File: src/rtl/wc_pkg.sv
`default_nettype none
// ============================================================================
// Module  : wc_pkg
// Brief   : Shared constants, FSM encoding and tile packing for the wc core.
// Revision: 1.0
// ============================================================================
package wc_pkg;

    localparam int DW          = 10;
    localparam int TILE_N      = 4;
    localparam int TILE_STRIDE = 2;
    localparam int OUT_N       = 2;

    localparam logic [1:0] ST_FILL   = 2'd0;
    localparam logic [1:0] ST_STREAM = 2'd1;
    localparam logic [1:0] ST_PAD    = 2'd2;

    typedef enum logic [1:0] {
        FILL   = ST_FILL,
        STREAM = ST_STREAM,
        PAD    = ST_PAD
    } feeder_state_t;

    // Slot 0 is the oldest sample and lands in the most significant field.
    function automatic logic [TILE_N*DW-1:0] pack_tile(input logic [TILE_N-1:0][DW-1:0] win);
        logic [TILE_N*DW-1:0] t;
        t = '0;
        for (int i = 0; i < TILE_N; i++) begin
            t[(TILE_N-i)*DW-1 -: DW] = win[i];
        end
        return t;
    endfunction

endpackage
`default_nettype wire

File: src/rtl/wc_tile_feeder_if.sv
`default_nettype none
// ============================================================================
// Module  : wc_tile_feeder_if
// Brief   : Sample-in / tile-out handshake bundle of the tile feeder.
// Revision: 1.0
// ============================================================================
interface wc_tile_feeder_if #(
    parameter int DW  = wc_pkg::DW,
    parameter int TCW = 8
);
    logic [DW-1:0]   s_data;
    logic            s_valid;
    logic            s_last;
    logic            s_ready;
    logic [4*DW-1:0] t_data;
    logic            t_valid;
    logic            t_last;
    logic            t_ready;
    logic [TCW-1:0]  t_idx;

    modport master (
        output s_data, s_valid, s_last, t_ready,
        input  s_ready, t_data, t_valid, t_last, t_idx
    );

    modport slave (
        input  s_data, s_valid, s_last, t_ready,
        output s_ready, t_data, t_valid, t_last, t_idx
    );
endinterface
`default_nettype wire

File: src/rtl/wc_window_sr.sv
`default_nettype none
// ============================================================================
// Module  : wc_window_sr
// Brief   : Sliding sample window with shift-in, zero-inject and clear.
// Revision: 1.0
// ============================================================================
module wc_window_sr
    import wc_pkg::*;
#(
    parameter int DW    = wc_pkg::DW,
    parameter int DEPTH = wc_pkg::TILE_N
) (
    input  wire logic                       clk,
    input  wire logic                       rst,
    input  wire logic                       i_shift,
    input  wire logic                       i_zero,
    input  wire logic                       i_clr,
    input  wire logic [DW-1:0]              i_din,
    output      logic [DEPTH-1:0][DW-1:0]   o_win,
    output      logic [DEPTH-1:0][DW-1:0]   o_win_shifted
);

    logic [DEPTH-1:0][DW-1:0] r_win;
    logic [DEPTH-1:0][DW-1:0] w_shifted;

    // Preview of the window after this cycle's shift, so a tile can be
    // captured on the same edge the completing sample arrives.
    always_comb begin
        w_shifted = '0;
        for (int i = 0; i < DEPTH-1; i++) begin
            w_shifted[i] = r_win[i+1];
        end
        w_shifted[DEPTH-1] = i_zero ? '0 : i_din;
    end

    always_ff @(posedge clk or negedge rst) begin
        if (!rst) begin
            r_win <= '0;
        end else if (i_clr) begin
            r_win <= '0;
        end else if (i_shift) begin
            r_win <= w_shifted;
        end
    end

    assign o_win         = r_win;
    assign o_win_shifted = w_shifted;

endmodule
`default_nettype wire

File: src/rtl/wc_tile_feeder.sv
`default_nettype none
// ============================================================================
// Module  : wc_tile_feeder
// Brief   : Forms stride-2 overlapping 4-sample tiles from a row sample stream.
// Revision: 1.0
// ============================================================================
module wc_tile_feeder
    import wc_pkg::*;
#(
    parameter int DW  = wc_pkg::DW,
    parameter int TCW = 8
) (
    input  wire logic          clk,
    input  wire logic          rst,
    wc_tile_feeder_if.slave    bus
);

    localparam logic [2:0] C_LAST_SLOT = 3'(TILE_N - 1);
    localparam logic [2:0] C_LAST_PAIR = 3'(TILE_STRIDE - 1);

    feeder_state_t            r_state, w_state_nxt;
    logic [2:0]               r_cnt, w_cnt_nxt;
    logic                     w_out_free, w_accept;
    logic                     w_shift, w_zero, w_clr, w_emit, w_emit_last;
    logic [TILE_N-1:0][DW-1:0] w_win, w_win_shifted;
    logic [4*DW-1:0]          r_tdata;
    logic                     r_tvalid, r_tlast;
    logic [TCW-1:0]           r_tidx;

    assign w_out_free  = !r_tvalid || bus.t_ready;
    assign bus.s_ready = rst && (r_state != PAD) && w_out_free;
    assign w_accept    = bus.s_valid && bus.s_ready;

    wc_window_sr #(.DW(DW), .DEPTH(TILE_N)) u_window (
        .clk           (clk),
        .rst           (rst),
        .i_shift       (w_shift),
        .i_zero        (w_zero),
        .i_clr         (w_clr),
        .i_din         (bus.s_data),
        .o_win         (w_win),
        .o_win_shifted (w_win_shifted)
    );

    // r_cnt: samples held while filling, pending samples while streaming,
    // window fill level while padding.
    always_comb begin
        w_state_nxt = r_state;
        w_cnt_nxt   = r_cnt;
        w_shift     = 1'b0;
        w_zero      = 1'b0;
        w_clr       = 1'b0;
        w_emit      = 1'b0;
        w_emit_last = 1'b0;
        case (r_state)
            FILL: begin
                if (w_accept) begin
                    w_shift = 1'b1;
                    if (r_cnt == C_LAST_SLOT) begin
                        w_emit      = 1'b1;
                        w_emit_last = bus.s_last;
                        w_cnt_nxt   = '0;
                        if (bus.s_last) w_clr       = 1'b1;
                        else            w_state_nxt = STREAM;
                    end else begin
                        w_cnt_nxt = r_cnt + 3'd1;
                        if (bus.s_last) w_state_nxt = PAD;
                    end
                end
            end
            STREAM: begin
                if (w_accept) begin
                    w_shift = 1'b1;
                    if (r_cnt == C_LAST_PAIR) begin
                        w_emit      = 1'b1;
                        w_emit_last = bus.s_last;
                        w_cnt_nxt   = '0;
                        if (bus.s_last) begin
                            w_clr       = 1'b1;
                            w_state_nxt = FILL;
                        end
                    end else if (bus.s_last) begin
                        w_cnt_nxt   = C_LAST_SLOT;
                        w_state_nxt = PAD;
                    end else begin
                        w_cnt_nxt = r_cnt + 3'd1;
                    end
                end
            end
            PAD: begin
                if (w_out_free) begin
                    w_shift = 1'b1;
                    w_zero  = 1'b1;
                    if (r_cnt == C_LAST_SLOT) begin
                        w_emit      = 1'b1;
                        w_emit_last = 1'b1;
                        w_clr       = 1'b1;
                        w_cnt_nxt   = '0;
                        w_state_nxt = FILL;
                    end else begin
                        w_cnt_nxt = r_cnt + 3'd1;
                    end
                end
            end
            default: begin
                w_clr       = 1'b1;
                w_cnt_nxt   = '0;
                w_state_nxt = FILL;
            end
        endcase
    end

    always_ff @(posedge clk or negedge rst) begin
        if (!rst) begin
            r_state <= FILL;
            r_cnt   <= '0;
        end else begin
            r_state <= w_state_nxt;
            r_cnt   <= w_cnt_nxt;
        end
    end

    // A new tile may replace the one being taken on the same edge.
    always_ff @(posedge clk or negedge rst) begin
        if (!rst) begin
            r_tdata  <= '0;
            r_tvalid <= 1'b0;
            r_tlast  <= 1'b0;
            r_tidx   <= '0;
        end else begin
            if (r_tvalid && bus.t_ready) begin
                r_tidx <= r_tlast ? '0 : r_tidx + TCW'(1);
            end
            if (w_emit) begin
                r_tdata  <= pack_tile(w_win_shifted);
                r_tvalid <= 1'b1;
                r_tlast  <= w_emit_last;
            end else if (bus.t_ready) begin
                r_tvalid <= 1'b0;
            end
        end
    end

    assign bus.t_data  = r_tdata;
    assign bus.t_valid = r_tvalid;
    assign bus.t_last  = r_tlast;
    assign bus.t_idx   = r_tidx;

endmodule
`default_nettype wire

File: src/flat_wrapper.sv
// flat-port wrapper written by rule: the top's interface ports become plain ports
module wc_tile_feeder_flat import wc_pkg::*;
#(
    parameter int DW  = wc_pkg::DW,
    parameter int TCW = 8
)
  (clk, rst, bus_s_data, bus_s_valid, bus_s_last, bus_t_ready, bus_s_ready, bus_t_data, bus_t_valid, bus_t_last, bus_t_idx);
  wc_tile_feeder_if #(.DW(DW), .TCW(TCW)) bus_i ();
  input  wire logic clk;
  input  wire logic rst;
  input wire logic [$bits(bus_i.s_data)-1:0] bus_s_data;
  input wire logic [$bits(bus_i.s_valid)-1:0] bus_s_valid;
  input wire logic [$bits(bus_i.s_last)-1:0] bus_s_last;
  input wire logic [$bits(bus_i.t_ready)-1:0] bus_t_ready;
  output wire logic [$bits(bus_i.s_ready)-1:0] bus_s_ready;
  output wire logic [$bits(bus_i.t_data)-1:0] bus_t_data;
  output wire logic [$bits(bus_i.t_valid)-1:0] bus_t_valid;
  output wire logic [$bits(bus_i.t_last)-1:0] bus_t_last;
  output wire logic [$bits(bus_i.t_idx)-1:0] bus_t_idx;
  assign bus_i.s_data = bus_s_data;
  assign bus_i.s_valid = bus_s_valid;
  assign bus_i.s_last = bus_s_last;
  assign bus_i.t_ready = bus_t_ready;
  assign bus_s_ready = bus_i.s_ready;
  assign bus_t_data = bus_i.t_data;
  assign bus_t_valid = bus_i.t_valid;
  assign bus_t_last = bus_i.t_last;
  assign bus_t_idx = bus_i.t_idx;
  wc_tile_feeder #(.DW(DW), .TCW(TCW)) u_core (.clk(clk), .rst(rst), .bus(bus_i));
endmodule
File: config.mk
export PLATFORM = sky130hd
export DESIGN_NAME = wc_tile_feeder_flat
export DESIGN_NICKNAME = d
export VERILOG_FILES = /design/src/rtl/wc_pkg.sv /design/src/rtl/wc_tile_feeder_if.sv /design/src/rtl/wc_window_sr.sv /design/src/rtl/wc_tile_feeder.sv /design/src/flat_wrapper.sv
export SDC_FILE = /design/constraint.sdc
export NUM_CORES = 1
export LEC_CHECK = 0
export ABC_AREA = 1
export CORE_ASPECT_RATIO = 0.9
export CORE_UTILIZATION = 45
export CTS_BUF_LIST = sky130_fd_sc_hd__clkbuf_8
export DETAILED_ROUTE_END_ITERATION = 8
export DONT_BUFFER_PORTS = 1
export HOLD_SLACK_MARGIN = 0.03
export SYNTH_ARGS = -nofsm -noshare
export SYNTH_HDL_FRONTEND = slang
export SYNTH_SLANG_ARGS = --single-unit
File: constraint.sdc
create_clock -name clk -period 1.8 [get_ports clk]
set_input_delay 0.54 -clock clk [delete_from_list [all_inputs] [get_ports clk]]
set_output_delay 0.54 -clock clk [all_outputs]
set_load 0.03 [all_outputs]
---- Yosys cells after proc, flatten, opt, wreduce, memory -nomap -nowiden ----
Cells that the tools add are included.
storage, ports and cells
  flip-flop bits (word level) ............. 85
  output and inout bits ................... 51
operators by class
  $add $sub $neg .......................... 2
  equal/unequal tests ..................... 11
  mux-type cells .......................... 44
  reduce and logical (&&, ||, !) cells .... 12
operators with widths
  kind                   number
  $mux W40               2
  $mux W1                19
  $mux W2                9
  $mux W3                6
  $mux W10               1
  $pmux W1 S3            3
  $pmux W3 S3            1
  $add A8 B1 Y8 const B  1
  $mux W8                1
  $ne A2 B1 Y1 const B   4
  $ne A3 B3 Y1 const B   2
  $pmux W2 S3            1
  $reduce_and A6 Y1      1
  $logic_and A1 B1 Y1    4
  $reduce_bool A2 Y1     2
  $add A3 B1 Y3 const B  1
  $eq A3 B1 Y1 const B   1
  $eq A3 B2 Y1 const B   1
  $reduce_and A3 Y1      1
  $eq A2 B1 Y1 const B   1
  $eq A2 B2 Y1 const B   1
  $logic_not A2 Y1       1
  $ne A2 B2 Y1 const B   1
  $pmux W1 S2            1
  other kinds (3)        3

---- Longest topological paths before layout ----
Gate-level depths: netlist (run 1).
  depth after elaboration ................. 8
  depth in mapped cells ................... 11
  gate-level depth less buffers ........... 10

---- By module ----
From an unflattened synthesis (run 1), not the netlist that was laid out.
unflattened totals
  cells, all modules ...................... 536
  area total of the unflattened synthesis .. 4413.0 µm²
by module, submodules not included
  module          instances  cells each  area each (µm²)  seq. area each (µm²)
  wc_tile_feeder  1          314         2580.0           1376.3
  wc_window_sr    1          222         1833.0           1001.0

---- Least setup slack after synthesis (run 1) ----
Ideal clock, no wire load.
  path type ............................... register -> register
  from .................................... register u_core.r_cnt[0]
  to ...................................... register u_core.r_tdata[10], in the netlist u_core.bus.t_data[10]
  arrival time ............................ 1532 ps
  data required time ...................... 1683 ps
  setup slack ............................. 151 ps
  cell stages (with the launch flop) ...... 12
  period minus slack after synthesis ...... 1649 ps
  cell sequence ........................... dfrtp_1 ha_1 ha_1 inv_1 nand2_1 o21ai_0 inv_1 nand2_2 nand2_2 buf_4 nand2_1 nand2_1
on the way
  word-level cells in the longest chain between the ends .. 4
ends and longest elaborated chain
  element                                       line                                                              text
  start, declared                               wc_tile_feeder.sv:22                                              logic [2:0] r_cnt, w_cnt_nxt;
  start signal, assigned                        wc_tile_feeder.sv:119                                             r_cnt <= w_cnt_nxt;
  $eq A3 B2 Y1 or $eq A3 B1 Y1 (tied branches)  wc_tile_feeder.sv:59, wc_tile_feeder.sv:94, wc_tile_feeder.sv:74
  $mux W1, on equally long branches             wc_tile_feeder.sv:59, wc_tile_feeder.sv:94, wc_tile_feeder.sv:74
  $mux W1, on equally long branches             wc_tile_feeder.sv:91, wc_tile_feeder.sv:57, wc_tile_feeder.sv:72
  $pmux W1 S3 *                                 wc_tile_feeder.sv:55                                              case (r_state)
  end signal, assigned                          wc_tile_feeder.sv:135                                             r_tdata <= pack_tile(w_win_shifted);
  end, declared                                 wc_tile_feeder.sv:26                                              logic [4*DW-1:0] r_tdata;
Mark *: on every way between the ends. The rest lies on a longest branch, timed or not.
A chain may end at the register's enable or synchronous reset.

---- Worst setup path in the final report (run 1) ----
  from .................................... register u_core.r_cnt[1]
  to ...................................... register u_core.u_window.r_win (netlist bit u_core.u_window.o_win[27])
on the way
  word-level cells in the longest chain between the ends .. 5
ends and longest elaborated chain
  element                                         line                                                              text
  $eq A3 B2 Y1 or $eq A3 B1 Y1 (tied branches)    wc_tile_feeder.sv:59, wc_tile_feeder.sv:94, wc_tile_feeder.sv:74
  $mux W1, on equally long branches               wc_tile_feeder.sv:94, wc_tile_feeder.sv:59, wc_tile_feeder.sv:74
  $mux W1, on equally long branches               wc_tile_feeder.sv:91, wc_tile_feeder.sv:57, wc_tile_feeder.sv:72
  $pmux W1 S3 *                                   wc_tile_feeder.sv:55
  $mux W40 or $reduce_bool A2 Y1 (tied branches)  --
  end signal, assigned                            wc_window_sr.sv:42                                                r_win <= w_shifted;
  end, declared                                   wc_window_sr.sv:23                                                logic [DEPTH-1:0][DW-1:0] r_win;
Marks and branches as above.

==> results of run 1 <==
[logic make-up (layout without fill, tap and decap cells)]
logic type               after synthesis  in the layout
AO/OA/AOI/OAI                         33             33
adder cells (fa/ha/maj)                5              5
buffers and inverters                 76             94
flip-flops                            85             85
AND/OR/NAND/NOR                      307            307
[Yosys cell counts (2+ instances only)]
master	count	area [µm²]
sky130_fd_sc_hd__buf_4	4	30.0
sky130_fd_sc_hd__buf_2	12	60.1
sky130_fd_sc_hd__inv_1	52	195
sky130_fd_sc_hd__a21oi_1	19	95.1
sky130_fd_sc_hd__inv_2	2	7.51
sky130_fd_sc_hd__nor3_1	5	25.0
sky130_fd_sc_hd__nand3_1	65	325
sky130_fd_sc_hd__dfrtp_1	85	2130
sky130_fd_sc_hd__nand2_2	3	18.8
sky130_fd_sc_hd__o21ai_0	10	50.1
sky130_fd_sc_hd__clkbuf_1	6	22.5
sky130_fd_sc_hd__nor2_1	60	225
sky130_fd_sc_hd__ha_1	5	62.6
sky130_fd_sc_hd__nand2_1	167	627
sky130_fd_sc_hd__nand4_1	4	25.0
[cell usage in the layout (no fill, tap or decap), types with 3 or more instances in the layout]
cell type / count
sky130_fd_sc_hd__buf_6: 3
sky130_fd_sc_hd__nand2_1: 165
sky130_fd_sc_hd__nand2_4: 3
sky130_fd_sc_hd__nor2_1: 60
sky130_fd_sc_hd__buf_4: 17
sky130_fd_sc_hd__nand3_1: 64
sky130_fd_sc_hd__buf_12: 3
sky130_fd_sc_hd__o21ai_0: 8
sky130_fd_sc_hd__nand4_1: 4
sky130_fd_sc_hd__inv_1: 51
sky130_fd_sc_hd__nor3_1: 5
sky130_fd_sc_hd__inv_2: 4
sky130_fd_sc_hd__nand2_2: 3
sky130_fd_sc_hd__dfrtp_1: 83
sky130_fd_sc_hd__a21oi_1: 18
sky130_fd_sc_hd__clkbuf_8: 10
sky130_fd_sc_hd__ha_1: 3
[layer usage]
metal | share of wire | track usage
met5 | 0 | 0
met3 | 0.072 | 0.0588
met4 | 0.0080 | 0.0435
met2 | 0.44 | 0.311
met1 | 0.48 | 0.302
[per-stage QoR]
| step | hold slack, ns | power, W | instances | setup slack (ns) |
|---|---|---|---|---|
| 2_1_floorplan | 0.244 | 0.00605 | 506 | 0.151 |
| 3_3_place_gp | 0.246 | 0.00675 | 618 | 0.108 |
| 3_5_place_dp | 0.247 | 0.00685 | 618 | 0.0416 |
| 4_1_cts | -0.143 | 0.00827 | 634 | 0.00367 |
| 5_1_grt | -0.155 | 0.00911 | 643 | -0.0418 |
| 6_report | -0.129 | 0.00845 | 643 | 0.0538 |
[power by group through the flow]
stage	combinational [W]	clock (W)	sequential (W)
6_report	0.00291	0.00140	0.00414
5_1_grt	0.00337	0.00150	0.00424
2_1_floorplan	0.00200	0	0.00404
3_5_place_dp	0.00266	0	0.00419
3_3_place_gp	0.00257	0	0.00418
4_1_cts	0.00269	0.00143	0.00415
[layout make-up]
class	count	area share
clock inverters	5	0.0134
multi-input cells	345	0.344
flip-flops and latches	85	0.473
clock buffers	10	0.0306
well taps	119	0.0331
inverters	54	0.0451
repair buffers	25	0.0604
[registers in the layout, indices dropped and copies added, names as in the netlist]
name                   flops
u_core.bus.t_data         40
u_core.bus.t_idx           8
u_core.r_cnt               3
u_core.r_state             2
u_core.u_window.o_win     30
u_core.bus.t_last          1
u_core.bus.t_valid         1
[worst max-delay path: stages, from the launching register on]
cell,delay (ns)
sky130_fd_sc_hd__dfrtp_1,0.40
sky130_fd_sc_hd__ha_2,0.19
sky130_fd_sc_hd__ha_2,0.19
sky130_fd_sc_hd__buf_4,0.15
sky130_fd_sc_hd__nand2_4,0.11
sky130_fd_sc_hd__nand2_1,0.10
sky130_fd_sc_hd__a21oi_4,0.19
sky130_fd_sc_hd__buf_6,0.16
sky130_fd_sc_hd__nand2_1,0.08
sky130_fd_sc_hd__nor2_1,0.10
[final timing paths]
check | startpoint | endpoint | slack [ns] | cells past startpoint
min reg2reg | u_core.u_window.o_win[13]$_DFFE_PN0P_ | u_core.bus.t_data[33]$_DFFE_PN0P_ | 0.48 | 2
min | rst | u_core.bus.t_idx[5]$_DFFE_PN0P_ | -0.13 | 0
min in group clk | bus_s_last | u_core.r_state[1]$_DFFE_PN0P_ | 0.39 | 4
max | u_core.r_cnt[1]$_DFFE_PN0P_ | u_core.u_window.o_win[27]$_DFFE_PN0P_ | 0.05 | 9
max in group asynchronous | rst | u_core.r_state[0]$_DFFE_PN0P_ | 1.76 | 0
max reg2reg | u_core.r_cnt[1]$_DFFE_PN0P_ | u_core.u_window.o_win[27]$_DFFE_PN0P_ | 0.05 | 9
[repair_timing]
item                                    CTS  global route
pin swaps                                 0             1
resized for setup                         3            18
buffers inserted                          1             4
hold endpoints to repair                 85            85
gates cloned                              0             5
endpoints found under the setup margin    1            73
==> Flow_metrics.wiki, run 1 <==
{| class="wikitable"
! Metric !! Value
|-
| Area added between synthesis and finish || 13.9%
|-
| Crit path launch type || register
|-
| IO Port Bufs || 0
|-
| Routed length per instance || 15.0 µm
|-
| Final worst path period share || 0.970
|-
| Seq pwr share || 0.489
|-
| Simple-gate share of the synthesized area || 0.322
|-
| Number of global-route vias before repair || 3142
|-
| Classification of the worst setup path || register to register
|-
| Leakage power || 2.44 nW
|-
| Detailed-routing iteration count for the pre-antenna-repair pass || 4
|-
| Max-cap violations || 0
|-
| Cell row count || 32
|-
| Min-delay worst type || input port to async pin
|-
| Mapped Area || 3950 µm²
|-
| Final worst hold slack || -0.129 ns
|-
| Timing-limited maximum frequency || 573 MHz
|-
| Unrepaired setup endpoints after global routing || true
|-
| Drt via density || 5.04
|-
| Routed wire length || 9.63 mm
|-
| Minimum clock period after layout || 1.75 ns
|-
| Skew final || 0.0123 ns
|-
| Worst ir drop on vdd || 0.732 mV
|-
| Power dissipated by switching net loads || 0.00392 W
|-
| Clock Tree Buf Depth || 2
|-
| Adder and majority cell fraction of the synthesized area || 0.0158
|-
| Antenna Nets Post-Route || 0
|-
| Mean instance size in the synthesized netlist || 7.81 µm²
|-
| Ratio of cells with drive above 1 in the final layout || 0.109
|-
| Width of the die || 101 µm
|-
| CORE AREA || 8530 µm²
|-
| Starting DRT DRC Count || 164
|-
| Layout fillers || 815
|-
| CP Capture Type || register
|-
| Fraction of power spent switching nets || 0.464
|-
| Finished Core Util || 0.527
|-
| Post-place instance area || 4140 µm²
|-
| Root Buffer Master || sky130_fd_sc_hd__clkbuf_8
|-
| Share of the synthesized area in compound gates (AO/OA/AOI/OAI) || 0.0440
|-
| Post-Route Setup TNS || 0 ns
|-
| Main flop type after synthesis || sky130_fd_sc_hd__dfrtp_1
|-
| I/O pin count || 66
|-
| Routability Congestion || 0.812
|-
| Number of nets in the layout || 540
|-
| Portion of total power attributed to the clock network || 0.166
|-
| Via count || 3243
|-
| Clk_lat worst skew || 0.35 ns
|-
| Main combinational cell family by area after synthesis || simple AND/OR/NAND/NOR gates
|-
| Maximum number of pins on one net before global-route repair || 89
|-
| Total clock buffers created by CTS || 9
|-
| Flop and latch count out of synthesis || 85
|-
| Share of the yosys chip area belonging to registers || 0.538
|-
| Fraction of registers with async set/reset || 1.00
|-
| Die outline area || 9160 µm²
|-
| CTS H-Tree Depth || 3
|-
| Unique masters post-synth || 22
|-
| Synthesized net count || 526
|-
| Critical path arrival || 2.03 ns
|-
| Post-DP HPWL || 5.90 mm
|-
| Worst relative slew slack || 0.693
|-
| Outcome || complete, but fails checks
|-
| Fin. Hold Viols || 85
|-
| Power density of the placed cells || 1880 nW/µm²
|-
| Final design area excluding fillers || 4500 µm²
|-
| Initial antenna violation count || 0
|-
| Final number of setup-violating endpoints || 0
|-
| Number of enable-type register cells in the synthesized netlist || 0
|-
| Starting density of the core || 0.463
|-
| Actual slew at the worst max-slew pin || 0.460 ns
|-
| Synthesized instance count || 506
|-
| Synthesis warning total || 0
|-
| Total congestion overflow || 0
|-
| Cell-internal power || 0.00453 W
|-
| Global-route wire length before repair || 15.0 mm
|-
| Total GRT Usage || 0.208
|-
| Flip-flop and latch area || 2130 µm²
|-
| Multiplexer share of the synthesized area || 0
|-
| Failing checks || negative hold slack
|-
| Height of the chip || 90.9 µm
|-
| CTS tree || built
|-
| Area used by multi-input combinational logic || 1550 µm²
|-
| Xor and xnor fraction of the mapped netlist area || 0
|-
| Req. time, crit path || 2.09 ns
|-
| Clock edge transition at the registers on the reported setup and hold paths || 0.09 ns
|-
| Clock net sink count || 85
|-
| Antenna diode instance count || 0
|-
| Post-route DRC || 0
|-
| Critical path fanouts, max || 7
|-
| Pins over their slew limit || 0
|-
| Combinational cell fraction of total power || 0.345
|}
Note: power is estimated with default switching activity, not from simulation.
==> run 2, diff against run 1 <==
CORE_MARGIN = 4   (was not set)
RECOVER_POWER = 50   (was not set)
==> run 2 against run 1 <==
The flow still finishes with violations (negative hold slack). Non-clock buffer count is 1 lower. Core utilization is 0.060 points higher. Final area is 0.58% higher. Hold slack worse by 0.0045 ns. Combinational power hardly changed. Critical endpoint is now u_core.bus.t_data[35]$_DFFE_PN0P_. Largest cell class unchanged.
==> Flow_metrics.wiki, run 2 (synthesis results as in run 1) <==
{| class="wikitable"
! Metric !! Value
|-
| Final worst path period share || 0.966 (-0.00457)
|-
| Global-route wire length before repair || 15.7 mm (+4.3%)
|-
| IO Port Bufs || 0 (unchanged)
|-
| Actual slew at the worst max-slew pin || 0.388 ns (-0.0724 ns)
|-
| Total clock buffers created by CTS || 9 (unchanged)
|-
| Number of nets in the layout || 539 (-0.19%)
|-
| Met2 Use GR || 0.277 (-0.0336)
|-
| Cell row count || 32 (unchanged)
|-
| Failing checks || negative hold slack
|-
| Initial antenna violation count || 0 (unchanged)
|-
| Detailed-routing iteration count for the pre-antenna-repair pass || 4 (unchanged)
|-
| CORE AREA || 8570 µm² (+0.47%)
|-
| Post-place instance area || 4150 µm² (+0.36%)
|-
| Final design area excluding fillers || 4520 µm² (+0.58%)
|-
| Clock edge transition at the registers on the reported setup and hold paths || 0.10 ns (about the same)
|-
| Height of the chip || 96.9 µm (+6.6%)
|-
| Global Route met1 Usage || 0.274 (-0.0272)
|-
| Critical path fanouts, max || 14 (+7)
|-
| Min-delay worst type || input port to async pin
|-
| Classification of the worst setup path || register to register
|-
| Clock Tree Buf Depth || 2 (unchanged)
|-
| Post-DP HPWL || 6.18 mm (+4.7%)
|-
| Maximum number of pins on one net before global-route repair || 89 (unchanged)
|-
| Routed wire length || 9.59 mm (-0.48%)
|-
| Final number of setup-violating endpoints || 0 (unchanged)
|-
| Power density of the placed cells || 1880 nW/µm² (about the same)
|-
| Fin. Hold Viols || 85 (unchanged)
|-
| Total congestion overflow || 0 (unchanged)
|-
| Global-route met3 utilization || 0.0434 (-0.0155)
|-
| Antenna diode instance count || 0 (unchanged)
|-
| Die outline area || 10300 µm² (+13%)
|-
| Starting density of the core || 0.461 (-0.00216)
|-
| Ratio of cells with drive above 1 in the final layout || 0.105 (-0.00362)
|-
| Area added between synthesis and finish || 14.5%
|-
| Skew final || 0.0135 ns (+0.00121 ns)
|-
| Outcome || complete, but fails checks
|-
| Number of global-route vias before repair || 3180 (+1.2%)
|-
| Antenna Nets Post-Route || 0 (unchanged)
|-
| Req. time, crit path || 2.04 ns (-0.05 ns)
|-
| Total GRT Usage || 0.189 (-0.0193)
|-
| Path depth of the worst reg2reg path || 11 (+2)
|-
| Worst ir drop on vdd || 0.749 mV (+2.4%)
|-
| Minimum clock period after layout || 1.74 ns (-0.00823 ns)
|-
| Starting DRT DRC Count || 183 (+12%)
|-
| CP Capture Type || register
|-
| Critical path arrival || 1.98 ns (-0.05 ns)
|-
| Crit path launch type || register
|-
| Width of the die || 107 µm (+6.0%)
|-
| Most frequent standard cell in the layout excluding fill and tap cells || sky130_fd_sc_hd__nand2_1
|-
| Largest register FFs || 40 (unchanged)
|-
| Worst relative slew slack || 0.739 (+0.0455)
|-
| Finished Core Util || 0.528 (+0.000602)
|-
| Final worst hold slack || -0.133 ns (-0.00449 ns)
|-
| Leakage power || 2.44 nW (about the same)
|-
| Timing-limited maximum frequency || 575 MHz (+0.47%)
|-
| Total power of the final layout || 0.00851 W (+0.63%)
|-
| Via count || 3285 (+1.3%)
|-
| Max-cap violations || 0 (unchanged)
|-
| Post-route DRC || 0 (unchanged)
|-
| I/O pin count || 66 (unchanged)
|-
| CTS H-Tree Depth || 3 (unchanged)
|-
| Root Buffer Master || sky130_fd_sc_hd__clkbuf_8
|-
| Routed length per instance || 14.9 µm (-0.32%)
|-
| Layout fillers || 844 (+3.6%)
|-
| Pins over their slew limit || 0 (unchanged)
|-
| CTS tree || built
|-
| Clock net sink count || 85 (unchanged)
|-
| Global-route layer with the greatest usage || met2
|-
| Drt via density || 5.12 (+1.5%)
|-
| Routability Congestion || 0.773 (-4.8%)
|-
| Clk_lat worst skew || 0.35 ns (about the same)
|-
| Top library cells by usage in the layout, fill and taps aside || sky130_fd_sc_hd__nand2_1 (165), sky130_fd_sc_hd__dfrtp_1 (84), sky130_fd_sc_hd__nand3_1 (64)
|}
==> run 2: cell types whose count changed in the layout (fill, tap and decap cells not counted), sizes merged <==
| cell | before | now |
|---|---|---|
| clkbuf | 12 | 11 |
| inv | 57 | 56 |
| bufinv | 1 | 2 |
| clkinvlp | 0 | 1 |
| buf | 23 | 22 |
==> run 2: path summary, 6_finish.rpt <==
check,startpoint,slack [ns],to
min in group clk,bus_s_data[0],0.41,u_core.bus.t_data[0]$_DFFE_PN0P_
hold / removal,rst,-0.13,u_core.bus.t_data[31]$_DFFE_PN0P_
max in group asynchronous,rst,1.78,u_core.r_state[0]$_DFFE_PN0P_
setup reg to reg,u_core.r_cnt[0]$_DFFE_PN0P_,0.06,u_core.bus.t_data[35]$_DFFE_PN0P_
setup / recovery,u_core.r_cnt[0]$_DFFE_PN0P_,0.06,u_core.bus.t_data[35]$_DFFE_PN0P_
hold reg to reg,u_core.u_window.o_win[13]$_DFFE_PN0P_,0.48,u_core.bus.t_data[33]$_DFFE_PN0P_
==> run 2: final cells by class <==
type,instances,area [µm²],share of cell area
clock buffer,9,124,0.0274
clock inverter,6,88.8,0.0196
inverter,54,205,0.0454
multi-input combinational,345,1560,0.346
sequential,85,2130,0.470
tap,119,149,0.0329
timing repair buffer,24,265,0.0586
==> run 2: critical path, stage by stage (launching register included) <==
cell and delay [ns]:
sky130_fd_sc_hd__dfrtp_1 0.40, sky130_fd_sc_hd__buf_4 0.15, sky130_fd_sc_hd__ha_1 0.19, sky130_fd_sc_hd__nand2_2 0.10, sky130_fd_sc_hd__inv_1 0.06, sky130_fd_sc_hd__o21ai_1 0.12
sky130_fd_sc_hd__inv_1 0.08, sky130_fd_sc_hd__nand2_4 0.15, sky130_fd_sc_hd__nand2_8 0.09, sky130_fd_sc_hd__clkbuf_16 0.18, sky130_fd_sc_hd__nand2_1 0.07, sky130_fd_sc_hd__nand2_1 0.05
==> run 2: report_power, final <==
group	switching (W)	internal, W	total [W]
combinational	0.00176	0.00112	0.00288
clock	0.000691	0.000777	0.00147
sequential	0.00144	0.00272	0.00416
total	0.00389	0.00461	0.00851
==> run 2: per-stage QoR <==
| step | cells | setup slack, ns | TNS [ns] | hold WS [ns] |
|---|---|---|---|---|
| floorplan | 506 | 0.151 | 0 | 0.244 |
| global placement | 620 | 0.0107 | 0 | 0.247 |
| detailed placement | 620 | -0.0207 | -0.0586 | 0.246 |
| CTS | 636 | 0.00746 | 0 | -0.153 |
| global route | 642 | -0.00122 | -0.00122 | -0.160 |
| finish | 642 | 0.0620 | 0 | -0.133 |
==> run 2: layer usage <==
metal,up-vias,wire [µm]
met5,-,0
met1,1579,4750
li1,1607,-
met2,88,4080
met4,0,144
met3,11,611
==> run 2: timing repair <==
item,CTS,global route
pin swaps,1,1
setup endpoints to repair,17,63
gates resized for setup,8,16
hold endpoints to repair,85,85
cloned,1,4
setup buffers,0,2
